<file path="src/rtl/safe_sync_pkg.sv">
`default_nettype none
// ------------------------------------------------------------------
// safe_sync_pkg : state/mode types and group-mask helper  | Rev 1.0
// ------------------------------------------------------------------
package safe_sync_pkg;

  localparam int MAX_CORES = 32;

  typedef enum logic [2:0] {
    ST_IDLE      = 3'd0,
    ST_HALT      = 3'd1,
    ST_WAIT_HALT = 3'd2,
    ST_INTR_SYNC = 3'd3,
    ST_LOCKED    = 3'd4,
    ST_ERROR     = 3'd5
  } safe_sync_state_e;

  typedef enum logic [1:0] {
    MODE_SINGLE = 2'b00,
    MODE_DUAL   = 2'b01,
    MODE_ALL    = 2'b10,
    MODE_RSVD   = 2'b11
  } safe_sync_mode_e;

  // Dual pairs the master with its successor (wrapping); all selects every core.
  function automatic logic [MAX_CORES-1:0] group_mask(safe_sync_mode_e mode,
                                                       int unsigned master,
                                                       int unsigned ncores);
    logic [MAX_CORES-1:0] mask;
    logic [63:0]          all_ones;
    mask     = '0;
    all_ones = (64'd1 << ncores) - 64'd1;
    case (mode)
      MODE_DUAL: mask = (MAX_CORES'(1) << master) |
                        (MAX_CORES'(1) << ((master + 1) % ncores));
      MODE_ALL:  mask = all_ones[MAX_CORES-1:0];
      default:   mask = '0;
    endcase
    return mask;
  endfunction

endpackage
`default_nettype wire

</file>
<file path="src/rtl/safe_sync_ctrl_if.sv">
`default_nettype none
// ------------------------------------------------------------------
// safe_sync_ctrl_if : request/handshake bundle of safe_sync_ctrl | Rev 1.0
// ------------------------------------------------------------------
interface safe_sync_ctrl_if #(
  parameter int NCORES = 3
);
  localparam int MW = (NCORES > 1) ? $clog2(NCORES) : 1;

  logic              start_i;
  logic [1:0]        mode_i;
  logic [MW-1:0]     master_id_i;
  logic [NCORES-1:0] halted_i;
  logic [NCORES-1:0] intc_ack_i;
  logic              exit_i;
  logic [NCORES-1:0] halt_irq_o;
  logic [NCORES-1:0] sync_irq_o;
  logic              single_bus_o;
  logic [NCORES-1:0] group_mask_o;
  logic              busy_o;
  logic              locked_o;
  logic              err_o;

  modport slave (
    input  start_i, mode_i, master_id_i, halted_i, intc_ack_i, exit_i,
    output halt_irq_o, sync_irq_o, single_bus_o, group_mask_o, busy_o, locked_o, err_o
  );

  modport master (
    output start_i, mode_i, master_id_i, halted_i, intc_ack_i, exit_i,
    input  halt_irq_o, sync_irq_o, single_bus_o, group_mask_o, busy_o, locked_o, err_o
  );
endinterface
`default_nettype wire

</file>
<file path="src/rtl/safe_sync_timer.sv">
`default_nettype none
// ------------------------------------------------------------------
// safe_sync_timer : saturating phase timeout counter       | Rev 1.0
// ------------------------------------------------------------------
module safe_sync_timer #(
  parameter int TIMEOUT_CYCLES = 1024
) (
  input  logic clk_i,
  input  logic rst_i,
  input  logic clear,
  input  logic enable,
  output logic expire
);
  localparam int            CW   = $clog2(TIMEOUT_CYCLES);
  localparam logic [CW-1:0] LAST = CW'(TIMEOUT_CYCLES - 1);

  logic [CW-1:0] count;

  // Holds at LAST so the counter can never wrap while a phase lingers.
  always_ff @(posedge clk_i) begin
    if (rst_i || clear) begin
      count <= '0;
    end else if (enable && (count != LAST)) begin
      count <= count + 1'b1;
    end
  end

  assign expire = enable && (count == LAST);
endmodule
`default_nettype wire

</file>
<file path="src/rtl/safe_sync_ctrl.sv">
`default_nettype none
// ------------------------------------------------------------------
// safe_sync_ctrl : halt -> sync-irq -> lockstep entry controller | Rev 1.0
// ------------------------------------------------------------------
module safe_sync_ctrl #(
  parameter int NCORES         = 3,
  parameter int TIMEOUT_CYCLES = 1024
) (
  input  logic             clk_i,
  input  logic             rst_i,
  safe_sync_ctrl_if.slave  bus
);
  import safe_sync_pkg::*;

  safe_sync_state_e  state;
  safe_sync_mode_e   req_mode;
  logic [NCORES-1:0] group;
  logic [NCORES-1:0] slaves;
  logic [NCORES-1:0] halted_acc;
  logic [NCORES-1:0] acked_acc;
  logic [NCORES-1:0] halt_irq;
  logic [NCORES-1:0] sync_irq;
  logic              single_bus;
  logic              busy;
  logic              locked;
  logic              err;

  logic [NCORES-1:0] req_mask;
  logic [NCORES-1:0] req_master;
  logic [NCORES-1:0] halted_now;
  logic [NCORES-1:0] acked_now;
  logic              req_ok;
  logic              halt_done;
  logic              ack_done;
  logic              tmr_clear;
  logic              tmr_enable;
  logic              expire;

  assign req_mode   = safe_sync_mode_e'(bus.mode_i);
  assign req_ok     = bus.start_i &&
                      ((req_mode == MODE_DUAL) || (req_mode == MODE_ALL)) &&
                      (32'(bus.master_id_i) < 32'(NCORES));
  assign req_mask   = NCORES'(group_mask(req_mode, 32'(bus.master_id_i), NCORES));
  assign req_master = NCORES'(1) << bus.master_id_i;

  // Completion includes the current-cycle inputs, so it beats a coincident timeout.
  assign halted_now = halted_acc | (bus.halted_i & slaves);
  assign halt_done  = (halted_now == slaves);
  assign acked_now  = acked_acc | (bus.intc_ack_i & group);
  assign ack_done   = (acked_now == group);

  assign tmr_clear  = (state == ST_HALT) || ((state == ST_WAIT_HALT) && halt_done);
  assign tmr_enable = (state == ST_WAIT_HALT) || (state == ST_INTR_SYNC);

  safe_sync_timer #(
    .TIMEOUT_CYCLES (TIMEOUT_CYCLES)
  ) u_timer (
    .clk_i  (clk_i),
    .rst_i  (rst_i),
    .clear  (tmr_clear),
    .enable (tmr_enable),
    .expire (expire)
  );

  always_ff @(posedge clk_i) begin
    if (rst_i) begin
      state      <= ST_IDLE;
      group      <= '0;
      slaves     <= '0;
      halted_acc <= '0;
      acked_acc  <= '0;
      halt_irq   <= '0;
      sync_irq   <= '0;
      single_bus <= 1'b0;
      busy       <= 1'b0;
      locked     <= 1'b0;
      err        <= 1'b0;
    end else begin
      case (state)
        ST_IDLE: begin
          if (req_ok) begin
            group      <= req_mask;
            slaves     <= req_mask & ~req_master;
            halted_acc <= '0;
            acked_acc  <= '0;
            halt_irq   <= req_mask & ~req_master;
            busy       <= 1'b1;
            state      <= ST_HALT;
          end
        end
        ST_HALT: begin
          halt_irq <= '0;
          state    <= ST_WAIT_HALT;
        end
        ST_WAIT_HALT: begin
          halted_acc <= halted_now;
          if (halt_done) begin
            sync_irq   <= group;
            single_bus <= 1'b1;
            state      <= ST_INTR_SYNC;
          end else if (expire) begin
            busy  <= 1'b0;
            err   <= 1'b1;
            state <= ST_ERROR;
          end
        end
        ST_INTR_SYNC: begin
          acked_acc <= acked_now;
          sync_irq  <= group & ~acked_now;
          if (ack_done) begin
            busy   <= 1'b0;
            locked <= 1'b1;
            state  <= ST_LOCKED;
          end else if (expire) begin
            sync_irq   <= '0;
            single_bus <= 1'b0;
            busy       <= 1'b0;
            err        <= 1'b1;
            state      <= ST_ERROR;
          end
        end
        ST_LOCKED, ST_ERROR: begin
          if (bus.exit_i) begin
            group      <= '0;
            slaves     <= '0;
            halted_acc <= '0;
            acked_acc  <= '0;
            sync_irq   <= '0;
            single_bus <= 1'b0;
            locked     <= 1'b0;
            err        <= 1'b0;
            state      <= ST_IDLE;
          end
        end
        default: state <= ST_IDLE;
      endcase
    end
  end

  assign bus.halt_irq_o   = halt_irq;
  assign bus.sync_irq_o   = sync_irq;
  assign bus.single_bus_o = single_bus;
  assign bus.group_mask_o = group;
  assign bus.busy_o       = busy;
  assign bus.locked_o     = locked;
  assign bus.err_o        = err;
endmodule
`default_nettype wire

</file>
<file path="src/flat_wrapper.sv">
// flat-port wrapper written by rule: the top's interface ports become plain ports
module safe_sync_ctrl_flat import safe_sync_pkg::*;
#(
  parameter int NCORES         = 3,
  parameter int TIMEOUT_CYCLES = 1024
)
  (clk_i, rst_i, bus_start_i, bus_mode_i, bus_master_id_i, bus_halted_i, bus_intc_ack_i, bus_exit_i, bus_halt_irq_o, bus_sync_irq_o, bus_single_bus_o, bus_group_mask_o, bus_busy_o, bus_locked_o, bus_err_o);
  safe_sync_ctrl_if #(.NCORES(NCORES)) bus_i ();
  input  logic clk_i;
  input  logic rst_i;
  input wire logic [$bits(bus_i.start_i)-1:0] bus_start_i;
  input wire logic [$bits(bus_i.mode_i)-1:0] bus_mode_i;
  input wire logic [$bits(bus_i.master_id_i)-1:0] bus_master_id_i;
  input wire logic [$bits(bus_i.halted_i)-1:0] bus_halted_i;
  input wire logic [$bits(bus_i.intc_ack_i)-1:0] bus_intc_ack_i;
  input wire logic [$bits(bus_i.exit_i)-1:0] bus_exit_i;
  output wire logic [$bits(bus_i.halt_irq_o)-1:0] bus_halt_irq_o;
  output wire logic [$bits(bus_i.sync_irq_o)-1:0] bus_sync_irq_o;
  output wire logic [$bits(bus_i.single_bus_o)-1:0] bus_single_bus_o;
  output wire logic [$bits(bus_i.group_mask_o)-1:0] bus_group_mask_o;
  output wire logic [$bits(bus_i.busy_o)-1:0] bus_busy_o;
  output wire logic [$bits(bus_i.locked_o)-1:0] bus_locked_o;
  output wire logic [$bits(bus_i.err_o)-1:0] bus_err_o;
  assign bus_i.start_i = bus_start_i;
  assign bus_i.mode_i = bus_mode_i;
  assign bus_i.master_id_i = bus_master_id_i;
  assign bus_i.halted_i = bus_halted_i;
  assign bus_i.intc_ack_i = bus_intc_ack_i;
  assign bus_i.exit_i = bus_exit_i;
  assign bus_halt_irq_o = bus_i.halt_irq_o;
  assign bus_sync_irq_o = bus_i.sync_irq_o;
  assign bus_single_bus_o = bus_i.single_bus_o;
  assign bus_group_mask_o = bus_i.group_mask_o;
  assign bus_busy_o = bus_i.busy_o;
  assign bus_locked_o = bus_i.locked_o;
  assign bus_err_o = bus_i.err_o;
  safe_sync_ctrl #(.NCORES(NCORES), .TIMEOUT_CYCLES(TIMEOUT_CYCLES)) u_core (.clk_i(clk_i), .rst_i(rst_i), .bus(bus_i));
endmodule
</file>
<file path="config.mk">
export PLATFORM = sky130hd
export DESIGN_NAME = safe_sync_ctrl_flat
export DESIGN_NICKNAME = d
export VERILOG_FILES = /design/src/rtl/safe_sync_pkg.sv /design/src/rtl/safe_sync_ctrl_if.sv /design/src/rtl/safe_sync_timer.sv /design/src/rtl/safe_sync_ctrl.sv /design/src/flat_wrapper.sv
export SDC_FILE = /design/constraint.sdc
export NUM_CORES = 1
export LEC_CHECK = 0
export BUFFER_PORTS_ARGS = -buffer_cell sky130_fd_sc_hd__buf_4
export CORE_ASPECT_RATIO = 2
export CORE_MARGIN = 2
export CORE_UTILIZATION = 56
export CTS_BUF_LIST = sky130_fd_sc_hd__clkbuf_4 sky130_fd_sc_hd__clkbuf_8 sky130_fd_sc_hd__clkbuf_16
export DETAILED_ROUTE_END_ITERATION = 7
export MAX_ROUTING_LAYER = met4
export PLACE_DENSITY = 0.83
export SLEW_MARGIN = 20
export SYNTH_ARGS = -nofsm -noshare
export SYNTH_HDL_FRONTEND = slang
export SYNTH_SLANG_ARGS = --single-unit
</file>
<file path="constraint.sdc">
create_clock -name clk_i -period 1.95 [get_ports clk_i]
set_input_delay 0.0975 -clock clk_i [delete_from_list [all_inputs] [get_ports clk_i]]
set_output_delay 0.0975 -clock clk_i [all_outputs]
set_load 0.005 [all_outputs]
</file>
==> metrics, run 1 <==
Least-Margin Pin Slew 0.486 ns; Finish-stage setup viols 0; GR Util All Layers 0.266; drt wl/cell 15.6 um; Final Hold Fails 0; final wirelength 4540 um; Setup Skew 0.00943 ns; Critical Path Sink Type register; worst stage delay on the critical path 0.38 ns; mean post-synth cell area 8.39 um2; Clk pin slew, worst setup/hold paths 0.08 ns; Critical Path RT 2.13 ns; share of cells above drive strength 1 0.219; total setup buffers inserted after CTS 0; initial antenna violation count 0; Slew Limit Headroom 0.673; Critical Path AT 2.00 ns; H-tree lvl count 2; P per Cell Area 675 nW/um2; root buf cell clkbuf_8; fin util 0.701; cell family with most CP delay compound AO/OA/AOI/OAI gates; setup slack, reg-to-reg 0.14 ns; maximum capacitance violations 0; Static Leak 0.895 nW; RSZ-0062 raised after global routing false; post-synthesis sequential area ratio 0.369; Synth Net Count 250; core area 3190 um2; Syn-to-layout area delta 18.1%; starting density of the core 0.594; n_diodes 0; Die ar. 3900 um2; post-route ant nets 0; Filler cells 266; Mapped Cells 226; fmax 551 MHz; CTS Sinks 35; DRC 0; fin crit period 1.81 ns; setup TNS 0 ns; CP cell instances ha_1 > nand4_1 > nor3_4 > a21oi_2 > a22o_1 > o221a_2; CP max stage cell dfxtp_1; part of the cycle the worst path needs 0.930; worst hold path class input pin to register; I/O Buffers 26; WS Path Type register to register; synthesized area 1900 um2; placer congestion estimate 0.853; Final Max Tran Viols 0; vias in the first global route 1759; vias 1774; status finished, final reports clean; fin nets 283; CTS Hold Bufs 0; post_cts resized 0; Crit path buffers/inverters 0; first-pass GRT wire length 7440 um; Die X-Extent 45.2 um; Worst VDD drop 0.575 mV; Post-synth EDFFs 0; Ys Warns 0; clk_lat worst skew 0.30 ns; row cnt 29; WHS 0.0706 ns; asr flop ratio synth 0; clock buffer depth 2; post-synth cell types 49; CTS tree built; TritonCTS Buffers 5; # IOs 27; Via density 6.10; Die Y-Extent 86.3 um; Initial DRC Count 77; 1st-pass router iterations 5; largest net degree at the start of global routing 28; Top FF cell, synth dfxtp_1; largest fanout on the critical path 5; Final HPWL DP 3560 um; grt ovf 0; #FFs+latches synth 35; CP Launch Type register
## power breakdown
part / internal (W) / switching (W) / leakage (nW)
Sequential: 0.000732 / 0.0000184 / 0.283
Clock: 0.000248 / 0.000277 / 0.0402
Combinational: 0.000100 / 0.000135 / 0.572
## per-layer routing
layer  vias up  part of all wire  track usage
met3        17             0.042       0.0479
met5         -                 0            -
li1        881                 -            -
met4         0             0.043        0.163
met2        45              0.57        0.469
met1       831              0.35        0.248
## per-stage QoR
stage	power [W]	worst slack (ns)	area, um2	cells
6_report	0.00151	0.136	2240	291
3_3_place_gp	0.000995	0.193	2150	283
2_1_floorplan	0.000915	0.239	1900	226
3_5_place_dp	0.000999	0.175	2150	283
4_1_cts	0.00152	0.141	2240	291
5_1_grt	0.00157	0.0219	2240	291
## worst min-delay path: cells and delay by family
kind | cells | cell delay, ns
compound gates | 1 | 0.08
buf+inv | 1 | 0.08
simple gates | 1 | 0.07
## cells in the mapped netlist (all sizes together) (2+ instances only)
cell type	n	share of area
or3b	2	0.0092
o221a	3	0.018
buf	3	0.011
o21ai	8	0.021
nor4	3	0.0099
nor2b	2	0.0066
nand2	19	0.038
a211oi	4	0.024
nor2	37	0.073
a22oi	2	0.0079
a22o	3	0.014
nand2b	2	0.0066
clkbuf	5	0.0099
o21a	2	0.0079
a21oi	29	0.078
ha	10	0.066
nor3	12	0.044
inv	10	0.020
a32oi	4	0.018
dfxtp	35	0.37
and2	2	0.0066
o31ai	2	0.0079
xor2	4	0.018
nand3	3	0.0079
nand4	3	0.013
## worst paths after layout
kind	startpoint	end	depth (start not counted)
worst max register to register	u_core.u_timer.count[0]	u_core.bus.sync_irq_o[1]	6
worst max-delay path	u_core.u_timer.count[0]	u_core.bus.sync_irq_o[1]	6
worst min-delay path	bus_halted_i[2]	u_core.halted_acc[2]	3
worst min register to register	u_core.bus.halt_irq_o[1]	u_core.bus.halt_irq_o[1]	2
## flip-flops by register name (all words and copies together), names as in the netlist
name	cells
u_core.bus.locked_o	1
u_core.bus.halt_irq_o	3
u_core.state	3
u_core.halted_acc	3
u_core.bus.err_o	1
u_core.acked_acc	3
u_core.bus.sync_irq_o	3
u_core.u_timer.count	10
u_core.bus.single_bus_o	1
u_core.bus.busy_o	1
u_core.slaves	3
u_core.bus.group_mask_o	3
## layout make-up
cell class | count | area, um2 | area share
tap | 31 | 38.8 | 0.0173
timing repair buffer | 34 | 255 | 0.114
clock buffer | 5 | 68.8 | 0.0307
inverter | 10 | 37.5 | 0.0168
multi-input combinational | 173 | 1120 | 0.499
clock inverter | 3 | 20.0 | 0.00894
sequential | 35 | 701 | 0.313
## logic make-up (layout without fill, tap and decap cells)
kind of cell	Yosys count	in the layout	share of synthesized area
and+or+nand+nor	93	93	0.256
muxes	1	1	0.00528
AOI/OAI and AO/OA	64	64	0.239
adders and majority gates	10	10	0.0660
xor gates and xnor gates	5	5	0.0231
buffers and inverters	18	52	0.0409
DFF	35	35	0.369
## cells in the final DEF (no fill, tap or decap), types with 2 or more instances in the layout
cell type,Yosys,routed
dfxtp_1,35,35
clkinvlp_4,0,2
nand2b_1,2,2
nor3_4,2,2
nand2_1,19,19
clkbuf_8,0,5
o31ai_1,2,2
and2_1,2,2
o21ai_0,8,8
a22oi_1,2,2
o21a_1,2,2
nor2_1,37,37
a22o_1,3,3
o221a_2,2,2
buf_4,0,34
ha_1,10,10
a32oi_1,4,4
a21oi_1,28,28
nor2b_1,2,2
nand4_1,2,2
xor2_1,4,4
inv_1,10,10
nor4_1,3,3
nor3_1,10,10
nand3_1,3,3
a211oi_2,3,3
(Power assumes the default switching activity.)
==> run 2: changes to the inputs <==
Settings changed: CELL_PAD_IN_SITES_DETAIL_PLACEMENT set to 0, CELL_PAD_IN_SITES_GLOBAL_PLACEMENT set to 1, CORE_UTILIZATION 56 to 42, SLEW_MARGIN 20 to unset.
==> run 2 against run 1 <==
Combinational power increased by 2%. Clock power increased by 50%. Register-to-register slack about the same. Clock-buffer cell count did not move.
==> metrics, run 2 (same netlist as run 1, synthesis figures left out) <==
worst stage delay on the critical path 0.39 ns; # IOs 27; Setup Skew 0.00432 ns; vias 1757; drt wl/cell 14.7 um; Setup WS post-layout 0.128 ns; largest fanout on the critical path 5; Top reg by flops u_core.u_timer.count; Finish-stage setup viols 0; initial antenna violation count 0; part of the cycle the worst path needs 0.934; Final HPWL DP 3670 um; final wirelength 4620 um; R2R depth 6; Critical Path Sink Type register; I/O Buffers 26; n_diodes 0; setup slack, reg-to-reg 0.13 ns; switching pwr 0.000433 W; fmax 549 MHz; TritonCTS Buffers 5; sequential fraction of design power 0.422; Clock power frac 0.444; Critical Path AT 2.00 ns; Layout Cells excl Fill 314; 1st-pass router iterations 4; CP max stage cell dfxtp_1; clock buffer depth 2; CTS Hold Bufs 0; Die X-Extent 51.5 um; Static Leak 0.919 nW; DRC 0; largest net degree at the start of global routing 28; clk_lat worst skew 0.29 ns; worst hold path cell count 3; starting density of the core 0.437; Final Cell Area 2320 um2; first-pass GRT wire length 7780 um; CTS tree built; most common cell after layout, fill and taps aside nor2_1; logic gate share of total power 0.135; Setup Slack @ Placement 0.125 ns; GR Util All Layers 0.208; Pint 0.00134 W; Critical Path RT 2.13 ns; most frequent cells in the layout nor2_1 (37), dfxtp_1 (35), buf_4 (34); status finished, final reports clean; WHS 0.0784 ns; Syn-to-layout area delta 22.1%; Slew Limit Headroom 0.676; CP Launch Type register; P per Cell Area 767 nW/um2; Clk pin slew, worst setup/hold paths 0.08 ns; grt ovf 0; Worst VDD drop 0.519 mV; cell count along the critical path 6; Crit path buffers/inverters 0; Die Y-Extent 99.0 um; Placed Area 2180 um2; placed insts 306; share of cells above drive strength 1 0.219; maximum capacitance violations 0; worst hold path class input pin to register; Initial DRC Count 25; Final Max Tran Viols 0; setup TNS 0 ns; CTS Sinks 35; row cnt 34; root buf cell clkbuf_8; fin nets 283; fin crit period 1.82 ns; max reg flops 10; vias in the first global route 1796; switch share 0.244; total setup buffers inserted after CTS 0; WS Path Type register to register; core area 4340 um2; placer congestion estimate 0.855; Via density 5.60; CP cell instances ha_1 > nand4_1 > nor3_4 > a21oi_2 > a22o_1 > o221a_1; H-tree lvl count 2; post_cts resized 0; Die ar. 5100 um2; cell family with most CP delay compound AO/OA/AOI/OAI gates; Least-Margin Pin Slew 0.484 ns; post-route ant nets 0; RSZ-0062 raised after global routing false; Final Hold Fails 0
[run 2: worst register-to-register path, stage by stage (launching register included)]
cell and delay, ns:
dfxtp_1 0.39, ha_1 0.26, nand4_1 0.22, nor3_4 0.25, a21oi_2 0.11, a22o_1 0.26, o221a_1 0.24
[run 2: cell type report]
class	count	area, um2
Inverter	10	37.5
Fill cell	468	2020
Sequential cell	35	701
Timing Repair Buffer	34	255
Clock buffer	5	68.8
Tap cell	54	67.6
Clock inverter	3	67.6
Multi-Input combinational cell	173	1120
[run 2: power groups by stage]
stage,sequential [W],clock [W],combinational [W]
floorplan,0.000760,0,0.000155
global placement,0.000766,0,0.000237
detailed placement,0.000765,0,0.000239
CTS,0.000749,0.000801,0.000241
global route,0.000751,0.000831,0.000268
finish,0.000749,0.000788,0.000239
[run 2: per-stage QoR]
step           utilization  power [W]
3_3_place_gp         0.502    0.00100
5_1_grt              0.534    0.00185
2_1_floorplan            -   0.000915
3_5_place_dp         0.502    0.00100
6_report             0.534    0.00178
4_1_cts              0.534    0.00179
[run 2: final timing paths]
kind,end,from
max,u_core.bus.sync_irq_o[2],u_core.u_timer.count[0]
min,u_core.halted_acc[2],bus_halted_i[2]
max reg2reg,u_core.bus.sync_irq_o[2],u_core.u_timer.count[0]
min reg2reg,u_core.bus.halt_irq_o[1],u_core.bus.halt_irq_o[1]
[run 2: metal layers]
metal / GRT usage / share of wire / routed length (um) / vias up
met5: - / 0 / 0 / -
met4: 0.138 / 0.050 / 233 / 0
met3: 0.0364 / 0.025 / 116 / 23
met2: 0.377 / 0.56 / 2600 / 35
met1: 0.188 / 0.36 / 1670 / 816
li1: - / - / - / 883
